[src/rtl/lsu_stage.sv]
// rv32i memory stage: load/store over req/gnt/rvalid, load formatting, one-beat writeback.
// Optional MISALIGN_TRAP_EN: misaligned half/word accesses skip memory and report misalign_o.
//   state  | meaning
//   S_IDLE | accept from execute; non-memory ops pass through in one cycle
//   S_REQ  | mem_req_o high, request fields held until mem_gnt_i
//   S_WAIT | request granted, waiting for mem_rvalid_i
module lsu_stage #(
  parameter int DWIDTH = 32,
  parameter int AWIDTH = 32
) (
  input  logic              clk,
  input  logic              reset_n,
  input  logic              ex_valid_i,
  output logic              ex_ready_o,
  input  logic [6:0]        opcode_i,
  input  logic [2:0]        funct3_i,
  input  logic [4:0]        rd_i,
  input  logic [DWIDTH-1:0] alu_res_i,
  input  logic [DWIDTH-1:0] rs2_i,
  output logic              mem_req_o,
  output logic              mem_we_o,
  output logic [AWIDTH-1:0] mem_addr_o,
  output logic [3:0]        mem_be_o,
  output logic [DWIDTH-1:0] mem_wdata_o,
  input  logic              mem_gnt_i,
  input  logic              mem_rvalid_i,
  input  logic [DWIDTH-1:0] mem_rdata_i,
  output logic              wb_valid_o,
  output logic              wb_we_o,
  output logic [4:0]        wb_rd_o,
  output logic [DWIDTH-1:0] wb_data_o,
  output logic              misalign_o
);

  localparam logic [6:0] OPCODE_LOAD   = 7'b0000011;
  localparam logic [6:0] OPCODE_STORE  = 7'b0100011;
  localparam logic [6:0] OPCODE_BRANCH = 7'b1100011;

  typedef enum logic [1:0] {S_IDLE, S_REQ, S_WAIT} state_t;

  state_t              state_q, state_d;
  logic                store_q, store_d;
  logic [2:0]          funct3_q, funct3_d;
  logic [4:0]          rd_q, rd_d;
  logic [AWIDTH-1:0]   addr_q, addr_d;
  logic [3:0]          be_q, be_d;
  logic [DWIDTH-1:0]   wdata_q, wdata_d;
  logic                wb_valid_q, wb_valid_d;
  logic                wb_we_q, wb_we_d;
  logic [4:0]          wb_rd_q, wb_rd_d;
  logic [DWIDTH-1:0]   wb_data_q, wb_data_d;
  logic                misalign_q, misalign_d;

  logic                ex_is_mem;
  logic                trap_hit;
  logic [1:0]          ex_off, ld_off;
  logic [3:0]          ex_be;
  logic [DWIDTH-1:0]   ld_shifted, ld_data;

  // Lane offset: bytes use addr[1:0], halves addr[1] only, words none.
  function automatic logic [1:0] lane_off(input logic [2:0] f3, input logic [1:0] a);
    case (f3[1:0])
      2'b00:   return a;
      2'b01:   return {a[1], 1'b0};
      default: return 2'b00;
    endcase
  endfunction

`ifdef MISALIGN_TRAP_EN
  assign trap_hit = ((funct3_i[1:0] == 2'b01) && alu_res_i[0]) ||
                    (funct3_i[1] && (alu_res_i[1:0] != 2'b00));
`else
  assign trap_hit = 1'b0;
`endif

  always_comb begin
    ex_is_mem  = (opcode_i == OPCODE_LOAD) || (opcode_i == OPCODE_STORE);
    ex_off     = lane_off(funct3_i, alu_res_i[1:0]);
    case (funct3_i[1:0])
      2'b00:   ex_be = 4'b0001 << ex_off;
      2'b01:   ex_be = 4'b0011 << ex_off;
      default: ex_be = 4'b1111;
    endcase
    ld_off     = lane_off(funct3_q, addr_q[1:0]);
    ld_shifted = mem_rdata_i >> {ld_off, 3'b000};
    case (funct3_q)
      3'b000:  ld_data = {{(DWIDTH-8){ld_shifted[7]}}, ld_shifted[7:0]};
      3'b100:  ld_data = {{(DWIDTH-8){1'b0}}, ld_shifted[7:0]};
      3'b001:  ld_data = {{(DWIDTH-16){ld_shifted[15]}}, ld_shifted[15:0]};
      3'b101:  ld_data = {{(DWIDTH-16){1'b0}}, ld_shifted[15:0]};
      default: ld_data = ld_shifted;
    endcase
  end

  always_comb begin
    state_d    = state_q;
    store_d    = store_q;
    funct3_d   = funct3_q;
    rd_d       = rd_q;
    addr_d     = addr_q;
    be_d       = be_q;
    wdata_d    = wdata_q;
    wb_valid_d = 1'b0;
    wb_we_d    = 1'b0;
    wb_rd_d    = wb_rd_q;
    wb_data_d  = wb_data_q;
    misalign_d = 1'b0;
    case (state_q)
      S_IDLE: begin
        if (ex_valid_i) begin
          if (ex_is_mem && trap_hit) begin
            wb_valid_d = 1'b1;
            misalign_d = 1'b1;
            wb_rd_d    = rd_i;
            wb_data_d  = alu_res_i;
          end else if (ex_is_mem) begin
            store_d  = (opcode_i == OPCODE_STORE);
            funct3_d = funct3_i;
            rd_d     = rd_i;
            addr_d   = alu_res_i[AWIDTH-1:0];
            be_d     = ex_be;
            wdata_d  = rs2_i << {ex_off, 3'b000};
            state_d  = S_REQ;
          end else begin
            wb_valid_d = 1'b1;
            wb_we_d    = (opcode_i != OPCODE_BRANCH) && (opcode_i != OPCODE_STORE) && (rd_i != 5'd0);
            wb_rd_d    = rd_i;
            wb_data_d  = alu_res_i;
          end
        end
      end
      S_REQ: begin
        if (mem_gnt_i) state_d = S_WAIT;
      end
      S_WAIT: begin
        if (mem_rvalid_i) begin
          state_d    = S_IDLE;
          wb_valid_d = 1'b1;
          wb_rd_d    = rd_q;
          wb_we_d    = !store_q && (rd_q != 5'd0);
          wb_data_d  = store_q ? '0 : ld_data;
        end
      end
      default: state_d = S_IDLE;
    endcase
  end

  always_ff @(posedge clk or negedge reset_n) begin
    if (!reset_n) begin
      state_q    <= S_IDLE;
      store_q    <= 1'b0;
      funct3_q   <= 3'b000;
      rd_q       <= 5'd0;
      addr_q     <= '0;
      be_q       <= 4'b0000;
      wdata_q    <= '0;
      wb_valid_q <= 1'b0;
      wb_we_q    <= 1'b0;
      wb_rd_q    <= 5'd0;
      wb_data_q  <= '0;
      misalign_q <= 1'b0;
    end else begin
      state_q    <= state_d;
      store_q    <= store_d;
      funct3_q   <= funct3_d;
      rd_q       <= rd_d;
      addr_q     <= addr_d;
      be_q       <= be_d;
      wdata_q    <= wdata_d;
      wb_valid_q <= wb_valid_d;
      wb_we_q    <= wb_we_d;
      wb_rd_q    <= wb_rd_d;
      wb_data_q  <= wb_data_d;
      misalign_q <= misalign_d;
    end
  end

  assign ex_ready_o  = (state_q == S_IDLE);
  assign mem_req_o   = (state_q == S_REQ);
  assign mem_we_o    = store_q;
  assign mem_addr_o  = {addr_q[AWIDTH-1:2], 2'b00};
  assign mem_be_o    = be_q;
  assign mem_wdata_o = wdata_q;
  assign wb_valid_o  = wb_valid_q;
  assign wb_we_o     = wb_we_q;
  assign wb_rd_o     = wb_rd_q;
  assign wb_data_o   = wb_data_q;
  assign misalign_o  = misalign_q;

endmodule

[config.mk]
export PLATFORM = sky130hd
export DESIGN_NAME = lsu_stage
export DESIGN_NICKNAME = d
export VERILOG_FILES = /design/src/rtl/lsu_stage.sv
export SDC_FILE = /design/constraint.sdc
export NUM_CORES = 1
export LEC_CHECK = 0
export ABC_AREA = 0
export CORE_MARGIN = 2
export CORE_UTILIZATION = 35
export CTS_CLUSTER_DIAMETER = 150
export DETAILED_ROUTE_END_ITERATION = 10
export PLACE_DENSITY = 0.66
export SYNTH_ARGS = -nofsm -noshare
export SYNTH_HDL_FRONTEND = slang
export SYNTH_SLANG_ARGS = --single-unit
[constraint.sdc]
create_clock -name clk -period 2.45 [get_ports clk]
set_input_delay 0.245 -clock clk [delete_from_list [all_inputs] [get_ports clk]]
set_output_delay 0.245 -clock clk [all_outputs]
set_load 0.01 [all_outputs]
======== After elaboration in Yosys (flattened, before gate mapping) ========
Cells that the tools add are included.
storage, ports and cells
  register bits ........................... 118
  output and inout bits ................... 111
  bits of input ports ..................... 116
  word-level logic and storage cells ...... 72
operators by class
  shift operators ......................... 4
  eq/ne operators ......................... 16
  reductions and logical operators ........ 15
  mux-type cells .......................... 26
operators by type and width
  cell                number
  $mux 32             4
  $pmux 32 s4         1
  $pmux 32 s2         1
  $shl 32x5->32       1
  $shr 32x5->32       1
  $mux 5              3
  $pmux 5 s2          1
  $reduce_bool 5->1   2
  $mux 2              4
  $pmux 2 s2          2
  $pmux 4 s2          1
  $reduce_and 4->1    2
  $eq 7x2->1 const B  1
  $eq 7x6->1 const B  1
  $ne 7x6->1 const B  1
  $ne 7x7->1 const B  1
  $eq 2x1->1 const B  3
  $eq 3x3->1 const B  2
  $logic_not 2->1     3
  $mux 1              6
  $ne 2x2->1 const B  3
  $pmux 2 s3          1
  $ne 2x1->1 const B  2
  $pmux 1 s2          2
  other kinds (10)    12

======== Depth between registers and ports, before layout ========
Gate-level depths: netlist (run 1).
  word-level depth ........................ 7
  mapped depth ............................ 7
  mapped depth without buffers ............ 5

======== Worst setup path before layout (run 1) ========
No wires, ideal clock.
  path kind ............................... reg2reg
  start point ............................. register funct3_q[0]
  end point ............................... register wb_data_q[22], in the netlist wb_data_o[22]
  period minus slack after synthesis ...... 1.938 ns
  setup slack ............................. 0.512 ns
  stages on the path, launching flop included .. 7
  required time ........................... 2.323 ns
  setup time .............................. 0.127 ns
  path buffers ............................ 2
  arrival ................................. 1.811 ns
  cells stage by stage .................... dfrtp_1 -> buf_2 -> nor3b_2 -> mux4_2 -> a22oi_4 -> buf_4 -> nand3_1
on the way
  longest elaborated chain between the ends .. 7
  elaborated cells between the ends (all ways) .. 12
  those cells by class .................... eq/ne (4); shift (1); mux (5); reduce/logical (2)
ends and longest elaborated chain
  what                                                  RTL line  RTL
  from (decl)                                           43        logic [2:0] funct3_q, funct3_d;
  from (signal assigned)                                165       funct3_q <= funct3_d;
  $eq 2x1->1 / $logic_not 2->1 (equally long branches)  62        case (f3[1:0])
  $pmux 2 s2                                            62
  $shr 32x5->32                                         85        ld_shifted = mem_rdata_i >> {ld_off, 3'b000};
  $pmux 32 s4 *                                         86        case (funct3_q)
  $mux 32 *                                             141       wb_data_d = store_q ? '0 : ld_data;
  $mux 32 *                                             136       if (mem_rvalid_i) begin
  $pmux 32 s2 *                                         108       case (state_q)
  to (signal assigned)                                  173       wb_data_q <= wb_data_d;
  to (decl)                                             51        logic [DWIDTH-1:0] wb_data_q, wb_data_d;
Every way passes the cells marked *; elsewhere a longest branch is shown, timed or not. The select of a mux whose other input is x is not followed.
A chain may end at the register's enable or synchronous reset.

======== Worst setup path in the final report (run 1) ========
  start point ............................. register state_q[1]
  end point ............................... output port mem_req_o
on the way
  longest elaborated chain between the ends .. 1
ends and longest elaborated chain
  what                    RTL line  RTL
  from (decl)             41        state_t state_q, state_d;
  from (signal assigned)  163       state_q <= state_d;
  $eq 2x1->1              179       assign mem_req_o = (state_q == S_REQ);
  to (decl)               20        output logic mem_req_o,
Every way passes these cells.

==> results of run 1 <==
==> cells in the final DEF (no fill, tap or decap), types with 3 or more instances in the layout <==
cell,count
clkdlybuf4s50_1,222
dfrtp_1,118
nand2_1,83
mux2_2,49
mux2i_1,37
o21ai_0,33
nand3_1,26
o31ai_1,26
nor2b_1,19
buf_4,18
clkbuf_16,17
a32oi_1,16
nor2_1,14
a211oi_1,10
and2_1,9
inv_1,8
a2111oi_0,7
o221a_2,7
a21oi_1,6
a32o_1,6
buf_12,4
or4_1,3
conb_1,3
bufinv_16,3
clkinv_2,3
clkbuf_8,3
clkinvlp_4,3
==> Yosys cell counts, types with 2 or more instances <==
cell type  count  area [um2]
nor3b_2        2        25.0
nand2_1       83         312
o31ai_1       26         195
mux4_2         2        45.0
or4_1          3        22.5
buf_2         10        50.1
o22ai_1        2        12.5
inv_1          8        30.0
nor2_1        14        52.6
and2_1         9        56.3
nor2b_1       20         125
a21oi_1        6        30.0
mux2_2        49         552
nand3b_1       2        15.0
a2111oi_0      7        61.3
or2_2          2        12.5
mux2i_1       37         370
a211oi_1      10        75.1
o221a_2        7        78.8
o21ai_0       33         165
nand2b_1       2        12.5
dfrtp_1      118        2950
a32o_1         6        60.1
clkbuf_1      24        90.1
a22o_1         2        17.5
a32oi_1       16         140
nand3_1       26         130
buf_4         37         278
==> cell type report <==
| cell class | count | area share |
|---|---|---|
| Clock inverter | 9 | 0.0141 |
| Timing Repair Buffer | 245 | 0.271 |
| Sequential cell | 118 | 0.327 |
| Tap cell | 225 | 0.0311 |
| Inverter | 8 | 0.00332 |
| Clock buffer | 20 | 0.0516 |
| Antenna cell | 1 | 0.000277 |
| Multi-Input combinational cell | 381 | 0.302 |
==> per-layer routing <==
layer / track usage / wire length [um] / up-vias
li1: - / - / 2455
met1: 0.250 / 7780 / 2528
met2: 0.350 / 9110 / 254
met3: 0.0742 / 1870 / 29
met4: 0.0683 / 412 / 0
met5: 0 / 0 / -
==> flip-flops by register name (all words and copies together) (netlist names) <==
register	flops
state_q	2
mem_we_o	1
funct3_q	3
rd_q	5
wb_data_o	32
addr_q	32
wb_rd_o	5
mem_be_o	4
wb_valid_o	1
mem_wdata_o	32
wb_we_o	1
==> cell families after synthesis <==
family,Yosys count,synth area share
other,1,0.000612
flip-flops,118,0.482
buffers and inverters,82,0.0763
AND/OR/NAND/NOR,171,0.139
AO/OA/AOI/OAI,119,0.145
multiplexers,88,0.158
==> worst max-delay path: stages (launching register included) <==
cell and delay, ps:
dfrtp_1 590, inv_1 150, buf_4 210, nand2_1 90, inv_1 80, clkdlybuf4s50_1 540
==> worst max-delay path by stage <==
stage / from / to / slack [ps] / cells past startpoint
2_1_floorplan: funct3_q[0] / wb_data_o[22] / 510 / 6
3_3_place_gp: mem_rdata_i[31] / wb_data_o[9] / 240 / 6
3_5_place_dp: mem_rdata_i[31] / wb_data_o[8] / 180 / 6
4_1_cts: state_q[1] / mem_req_o / 130 / 5
5_1_grt: state_q[1] / mem_req_o / 3 / 5
6_report: state_q[1] / mem_req_o / 140 / 5
==> power by group through the flow <==
stage	Clock (mW)	Combinational (mW)	Sequential [mW]
after global routing	2.69	1.57	2.37
final	2.51	1.46	2.34
after CTS	2.58	1.47	2.34
after global placement	0	1.45	2.36
after detailed placement	0	1.47	2.37
after floorplan	0	0.603	2.41
==> key figures, run 1 <==
Yosys
  – Post-synth cell types: 44
  – Post-synthesis cell count: 579
  – Post-synth ARST share: 1.00
  – Flip-flop and latch count after synthesis: 118
  – Mean Syn Cell Area: around 11 um2
  – Synth Flop Type: dfrtp_1
  – Synth Cell Area: 6130 um2
  – EDFF count, synth: 0
  – Yosys warns: 0
  – Sequential fraction of the synthesis area: 0.482

Detailed routing
  – Vias/cell: 5.23
  – Via Count: 5,266
  – Drc violations: 0
  – Routed wire length: 19,200 um
  – First drt pass iteration count: 5
  – Antenna Violating Nets Remaining: 0
  – WL per Instance: 19.0 um
  – DRT iter0 DRCs: 276

Status
  – Run status: completed

Clock tree
  – Root Buffer: clkbuf_16
  – CTS-repair resized insts: 0
  – H-tree depth: 4
  – CTS tree: done
  – Clk slew on worst S/H paths: around 50 ps
  – CTS max path bufs: 2
  – Hold Buf Count CTS: 1
  – Skew-Pair Late Insertion Delay: 410 ps
  – Total CTS buffers: 17
  – Post-CTS Setup Inserts: 0
  – Clk sinks: 118

Power
  – Sequential share of power: 0.371
  – Clock Power Share: 0.398
  – Combinational share of power: 0.232
  – Max VDD drop: 0.000493 V
  – Pwr Density: 697 nW/um2
  – Sw frac: 0.258
  – Overall power: 6.30 mW
  – Switch Pwr: ~1.6 mW
  – Internal: between 4 and 5 mW
  – Lkg Pwr: 3.95 nW

Timing
  – F_max: between 400 and 500 MHz
  – Final Hold Viols: 0
  – Skew final: between 8 and 9 ps
  – RSZ-0062 raised after global routing: no
  – Worst Tran Pin Value: 622 ps
  – Final WS setup: about 140 ps
  – Setup Viol. Count Final: 0
  – Total Neg Setup Slack: 0 ps
  – Slew HR: 0.584
  – Min Tclk post-route: roughly 2300 ps
  – Max-slew violations: 0
  – Crit share post-route: 0.944
  – Hold slack: approximately 320 ps

Worst setup path
  – CP required: between 2000 and 2500 ps
  – Worst EP arrival: approximately 2100 ps
  – Crit-path max FO: 15
  – Setup Crit Path Kind: flip-flop to output port
  – Startpoint types: flip-flop
  – RR Startpoint: addr_q[0]
  – Worst R2R Path Depth: 4
  – Worst r2r dst: wb_data_o[29]
  – Crit end category: output port
  – R2R setup slack: about 320 ps

GRT
  – Vias in the first global route: approximately 5,400
  – Gr ovfl total: 0
  – First-pass GRT wire length: 29,700 um
  – Pin count of the biggest net entering global routing: around 110
  – Tot GR Track Use: 0.209
  – Initial antenna violation count: 1

Finish
  – Final Core Density: 0.525
  – Reg area: slightly below 3000 um2
  – Area grow syn2layout: 47.5%
  – Final std cell area, no fill: approximately 9000 um2
  – Final cell count without fillers: 1,007
  – Multi-input combinational cell area: approximately 2700 um2
  – # fillers: between 1,000 and 1,500
  – Net count, final: 887
  – Share of layout cells above drive strength 1: 0.152

Placed design
  – Pre-CTS WS: 185 ps
  – Post-DP HPWL: 14,200 um
  – Placed Area: 8440 um2
  – Placed cells: 976
  – Port Buf Inserts: approximately 220
  – Routability Congestion: 0.827

Floorplan
  – Die width: 136 um
  – Initial Util: 0.356
  – Top-level port count: about 230
  – Area of the core: ~17,000 um2
  – Die height: 136 um
  – Die area: 18,600 um2
  – Num rows: 48

Hold path
  – Hold/Removal Path Class: primary input to asynchronous set/reset pin

Job
  – MaxCap Viol Count: 0
(Power assumes the default switching activity.)
==> run 2, diff against run 1 <==
- CAP_MARGIN: default -> 20
==> results of run 2 <==
No change in the layout: final DEF, timing and power equal those of run 1.
==> RTL change 1: new RTL, flow settings as in run 1 <==
Re-encode `state_t` (3 states) as one-hot, 3 bits wide.
--- a/src/rtl/lsu_stage.sv
+++ b/src/rtl/lsu_stage.sv
@@ -36,7 +36,7 @@
   localparam logic [6:0] OPCODE_STORE  = 7'b0100011;
   localparam logic [6:0] OPCODE_BRANCH = 7'b1100011;
 
-  typedef enum logic [1:0] {S_IDLE, S_REQ, S_WAIT} state_t;
+  typedef enum logic [2:0] {S_IDLE = 3'b001, S_REQ = 3'b010, S_WAIT = 3'b100} state_t;
 
   state_t              state_q, state_d;
   logic                store_q, store_d;
Behaviour: same outputs for any inputs over 4 cycles, from zero or initial values and one cycle with reset_n low; so few cycles prove little.
==> RTL change 1 against run 1 <==
Design area rose by 0.77%; total power is 4.3% higher; combinational power hardly changed; sequential cell count rose by 1; global-route usage increased by 0.50 points; clock skew is 2.2 ps lower; cell count rose by 11%; count of clock-buffer cells in the layout did not move; wire length increased by 2.2%; area after synthesis up 0.20%; worst setup slack gained 110 ps; non-clock buffer count rose by 2; largest cell class unchanged; largest power group unchanged.
==> RTL change 1: results <==
[synth]
yosysWarnings = 0
synth_area_per_cell_um2 = 8.86
synth_top_cells_by_area = dfrtp_1 48%, nand2_1 12%, buf_4 4.0%, mux2i_1 3.1%, nor2_1 3.0%
seq_area_frac_synth_pct = 48.5
async_flop_share_pct = 100
synth_common_cells = 198 x nand2_1, 118 x dfrtp_1, 49 x nor2_1
ys_types = 54

[timing]
max-slew-margin-rel_pct = 56.8
fin_worst_skew_ps = 5.95
hold_ws_ps = 364

[cts]
hold_buffers = 1
clock_latency_ps = 420
path_clk_slew_ps = 50
cts_setup_buffers = 0
cts_max_path_buffers = 2
cts_buffers = 17
htree_levels = 4
cts_root_buffer = clkbuf_16

[worst_setup_path]
critPathMaxFanout = 25
r2r_slack_ps = 250
rr_endpoint = wb_data_o[28]
crit_arrival_ps = 2540
r2r_start = funct3_q[0]
r2r_cells = 6
cpPeakStageDelay_ps = 520
worst_path_max_delay_cell = or3b_1

[drt]
drt_iter0_drc = 504
num_vias = 5708
drt-total-wl_mm = 19.6
firstDrtPassIters = 6
routed-wl-met2_mm = 8.85
wl_met3_mm = 1.47
viasPerCell = 5.11
drcViolationCount = 0
wl_met1_mm = 8.74

[global_routing]
grt_max_degree = 70
grt_pass1_wl_mm = 30.4
grtUsageTotal_pct = 21.4
antenna_found_initial = 0
grt_pass1_vias = 5455
gr-usage-met1_pct = 28.9
grt_use_met3_pct = 5.78
grt_use_met2_pct = 32.6

[hold_path]
min_from = funct3_i[2]
hp-class = in -> reg
whs_path_depth = 3
hold_path_end = funct3_q[2]

[power_and_ir_drop]
max-vdd-ir-drop_v = 0.000525
power.leakage_nw = 3.97
p_switching_mw = 1.74

[placement]
placed_cells = 1083
place_ws_ps = 281
gp_congestion = 0.855
hpwl_mm = 14.1
port_buffers = 223

[finish]
drive_above_1_share_pct = 8.75
nNetsFinal = 994
diodes = 0

[run_status]
status = finished clean
==> RTL change 1: cell count changes after synthesis, sizes merged, moves of 17 or more <==
cell   before  now
mux2       49    9
o31ai      26    8
nor2       14   49
a21oi       6   33
mux2i      37   19
a31oi       0   17
nand2      83  198
==> RTL change 1: worst max path at each step <==
stage	endpoint	depth (start not counted)	slack, ps
floorplan	wb_data_o[15]	7	520
global placement	wb_data_o[15]	6	320
detailed placement	wb_data_o[18]	6	280
CTS	wb_data_o[18]	6	270
global route	wb_data_o[18]	6	60
finish	wb_data_o[28]	6	250
==> RTL change 1: worst max-delay path: cells and delay by family, from the launching register on <==
| family | cells | cell delay, ps |
|---|---|---|
| compound gates | 3 | 880 |
| simple gates | 2 | 670 |
| flops | 1 | 390 |
| buf+inv | 1 | 180 |
==> RTL change 1: cells by family after synthesis <==
logic type	after synthesis	share of synthesized area, %
flops	119	48.5
simple gates	289	19.8
compound gates	164	17.8
mux	31	5.91
other cells	1	0.0611
buf+inv	89	7.94
==> RTL change 1: power by group through the flow <==
stage | sequential (mW) | clock, mW | combinational (mW)
after CTS | 2.34 | 2.81 | 1.47
final | 2.34 | 2.77 | 1.46
after floorplan | 2.41 | 0 | 0.655
after global routing | 2.37 | 2.92 | 1.59
after detailed placement | 2.37 | 0 | 1.46
after global placement | 2.37 | 0 | 1.45
==> RTL change 1: stage by stage <==
stage | power [mW] | area [um2]
after floorplan | 3.06 | 6150
after global placement | 3.82 | 8450
after detailed placement | 3.83 | 8450
after CTS | 6.63 | 9110
after global routing | 6.88 | 9110
final | 6.57 | 9110
==> RTL change 1: final cells by class <==
cell class	count	area, um2
Fill cell	1591	8120
Sequential cell	119	2980
Multi-Input combinational cell	487	2700
Timing Repair Buffer	247	2480
Clock buffer	20	457
Tap cell	225	282
Clock inverter	12	199
Inverter	6	22.5
==> RTL change 2: new RTL, settings of run 1 <==
Without the edit above. `DWIDTH`: 32 -> 64.
--- a/src/rtl/lsu_stage.sv
+++ b/src/rtl/lsu_stage.sv
@@ -5,7 +5,7 @@
 //   S_REQ  | mem_req_o high, request fields held until mem_gnt_i
 //   S_WAIT | request granted, waiting for mem_rvalid_i
 module lsu_stage #(
-  parameter int DWIDTH = 32,
+  parameter int DWIDTH = 64,
   parameter int AWIDTH = 32
 ) (
   input  logic              clk,
Interface: changed (5 resized); port bits go from 227 to 387. No check against the original RTL was run, so the function may have changed too.
==> RTL change 2 against run 1 <==
Cell count grew 57%; wire length grew 88%; sequential power is 55% higher; worst setup slack gained 200 ps; area after synthesis up 57%; clock power up 18%; design area is 59% higher; sequential cell count up 64; total power rose by 45%; synthesized cell count is 51% higher; count of clock-buffer cells in the layout shrank 2; maximum frequency rose by 9.5%; largest cell class unchanged.
==> RTL change 2: results <==
[synth]
seq_area_frac_synth_pct = 47.3
ys_types = 50
async_flop_share_pct = 100
synth_fa_ha_area_share_pct = 0
synthXorXnorAreaFrac_pct = 0
synthMuxAreaShare_pct = 18.2
synth-compound-area-share_pct = 14.1
synth_common_cells = 182 x dfrtp_1, 81 x mux2_2, 68 x mux2i_1
yosysWarnings = 0
synth_top_cells_by_area = dfrtp_1 47%, mux2_2 9.5%, mux2i_1 7.1%, a221o_1 5.7%, nand2b_1 3.4%
synth_area_per_cell_um2 = 11.0

[drt]
viasPerCell = 5.33
antenna_left = 0
routedWlPerCell_um = 22.8
firstDrtPassIters = 5
num_vias = 8406
drt_iter0_drc = 607

[cts]
cts_max_path_buffers = 2
clock_latency_ps = 430
cts_root_buffer = clkbuf_16
path_clk_slew_ps = 80
cts_buffers = 17
htree_levels = 4
cts_resized = 0

[placement]
port_buffers = 383
gp_congestion = 0.857
placed_cells = 1543
hpwl_mm = 26.7
place_ws_ps = -23.9

[timing]
tightest_slew_ps = 615
hold_viol_final = 0
fin_worst_skew_ps = 11.5

[worst_setup_path]
cpPeakStageDelay_ps = 580
worst_path_max_delay_cell = clkdlybuf4s50_1
crit_arrival_ps = 1870
critPathMaxFanout = 10
r2r_start = state_q[1]
r2r_slack_ps = 370
rr_endpoint = wb_data_o[57]
r2r_cells = 7

[hold_path]
hp-class = in -> async

[global_routing]
grtUsageTotal_pct = 24.4
antenna_found_initial = 0
grt_pass1_wl_mm = 53.2
grt_pass1_vias = 8475
grt_max_degree = 66

[finish]
diodes = 0
nNetsFinal = 1434
fillers = 2382
drive_above_1_share_pct = 14.7

[power_and_ir_drop]
max-vdd-ir-drop_v = 0.000463
power.leakage_nw = 6.35

[run_status]
status = finished clean
[RTL change 2: cell count changes in the layout (fill, tap and decap cells not counted), sizes merged, moves of 22 or more]
cell / before / now
clkdlybuf4s50: 222 / 382
nand2b: 2 / 53
buf: 22 / 45
a221o: 0 / 55
o21ai: 33 / 55
mux2i: 37 / 68
nand3: 26 / 2
a21oi: 6 / 35
mux2: 49 / 81
and3: 1 / 48
dfrtp: 118 / 182
[RTL change 2: report_power, final]
| group | switching [mW] | internal [mW] |
|---|---|---|
| Combinational | 1.09 | 1.44 |
| Sequential | 0.234 | 3.38 |
| Clock | 1.38 | 1.59 |
| Total | 2.70 | 6.41 |
[RTL change 2: kinds of logic (layout without fill, tap and decap cells)]
| group | Yosys count | count (layout) |
|---|---|---|
| buffers and inverters | 112 | 469 |
| multiplexers | 156 | 156 |
| flip-flops | 182 | 182 |
| AO/OA/AOI/OAI | 186 | 186 |
| AND/OR/NAND/NOR | 239 | 239 |
| other | 1 | 3 |
[RTL change 2: through the flow]
step / instance area (um2) / TNS, ps / hold slack, ps / utilization, %
CTS: 14400 / 0 / 343 / 53.3
global placement: 13800 / -31.2 / 247 / 51.0
floorplan: 9650 / 0 / -50.6 / -
detailed placement: 13800 / -36.5 / 246 / 51.0
global route: 14400 / 0 / 367 / 53.3
finish: 14400 / 0 / 336 / 53.3
[RTL change 2: worst max path at each step]
stage	startpoint	end	slack, ps
floorplan	funct3_q[0]	wb_data_o[42]	560
global placement	alu_res_i[0]	mem_wdata_o[26]	-20
detailed placement	alu_res_i[0]	mem_wdata_o[26]	-20
CTS	state_q[1]	mem_req_o	290
global route	state_q[1]	wb_data_o[59]	210
finish	state_q[1]	mem_req_o	340
[RTL change 2: layout make-up]
cell class | instances | share of cell area [%]
multi-input combinational | 584 | 30.8
timing repair buffer | 429 | 30.1
clock buffer | 18 | 3.05
sequential | 182 | 31.6
inverter | 8 | 0.209
tap | 341 | 2.96
clock inverter | 14 | 1.23
[RTL change 2: worst max-delay path, delay by kind of cell, from the launching register on]
family	cells	cell delay, ps
buffers and inverters	4	970
DFF	1	400
and+or+nand+nor	1	80
[RTL change 2: repair_timing]
| action | in CTS | in global routing |
|---|---|---|
| hold buffers | 1 | 0 |
| endpoints found under the setup margin | 0 | 0 |
| endpoints found under the hold margin | 54 | 0 |
| buffers inserted | 0 | 0 |
[RTL change 2: metal layers]
layer  track usage [%]  share of wire [%]  vias up
met2              42.8                 49      361
met5                 0                  0        -
li1                  -                  -     3843
met3              8.47                9.9       36
met1              28.5                 39     4166
met4              6.24                1.9        0
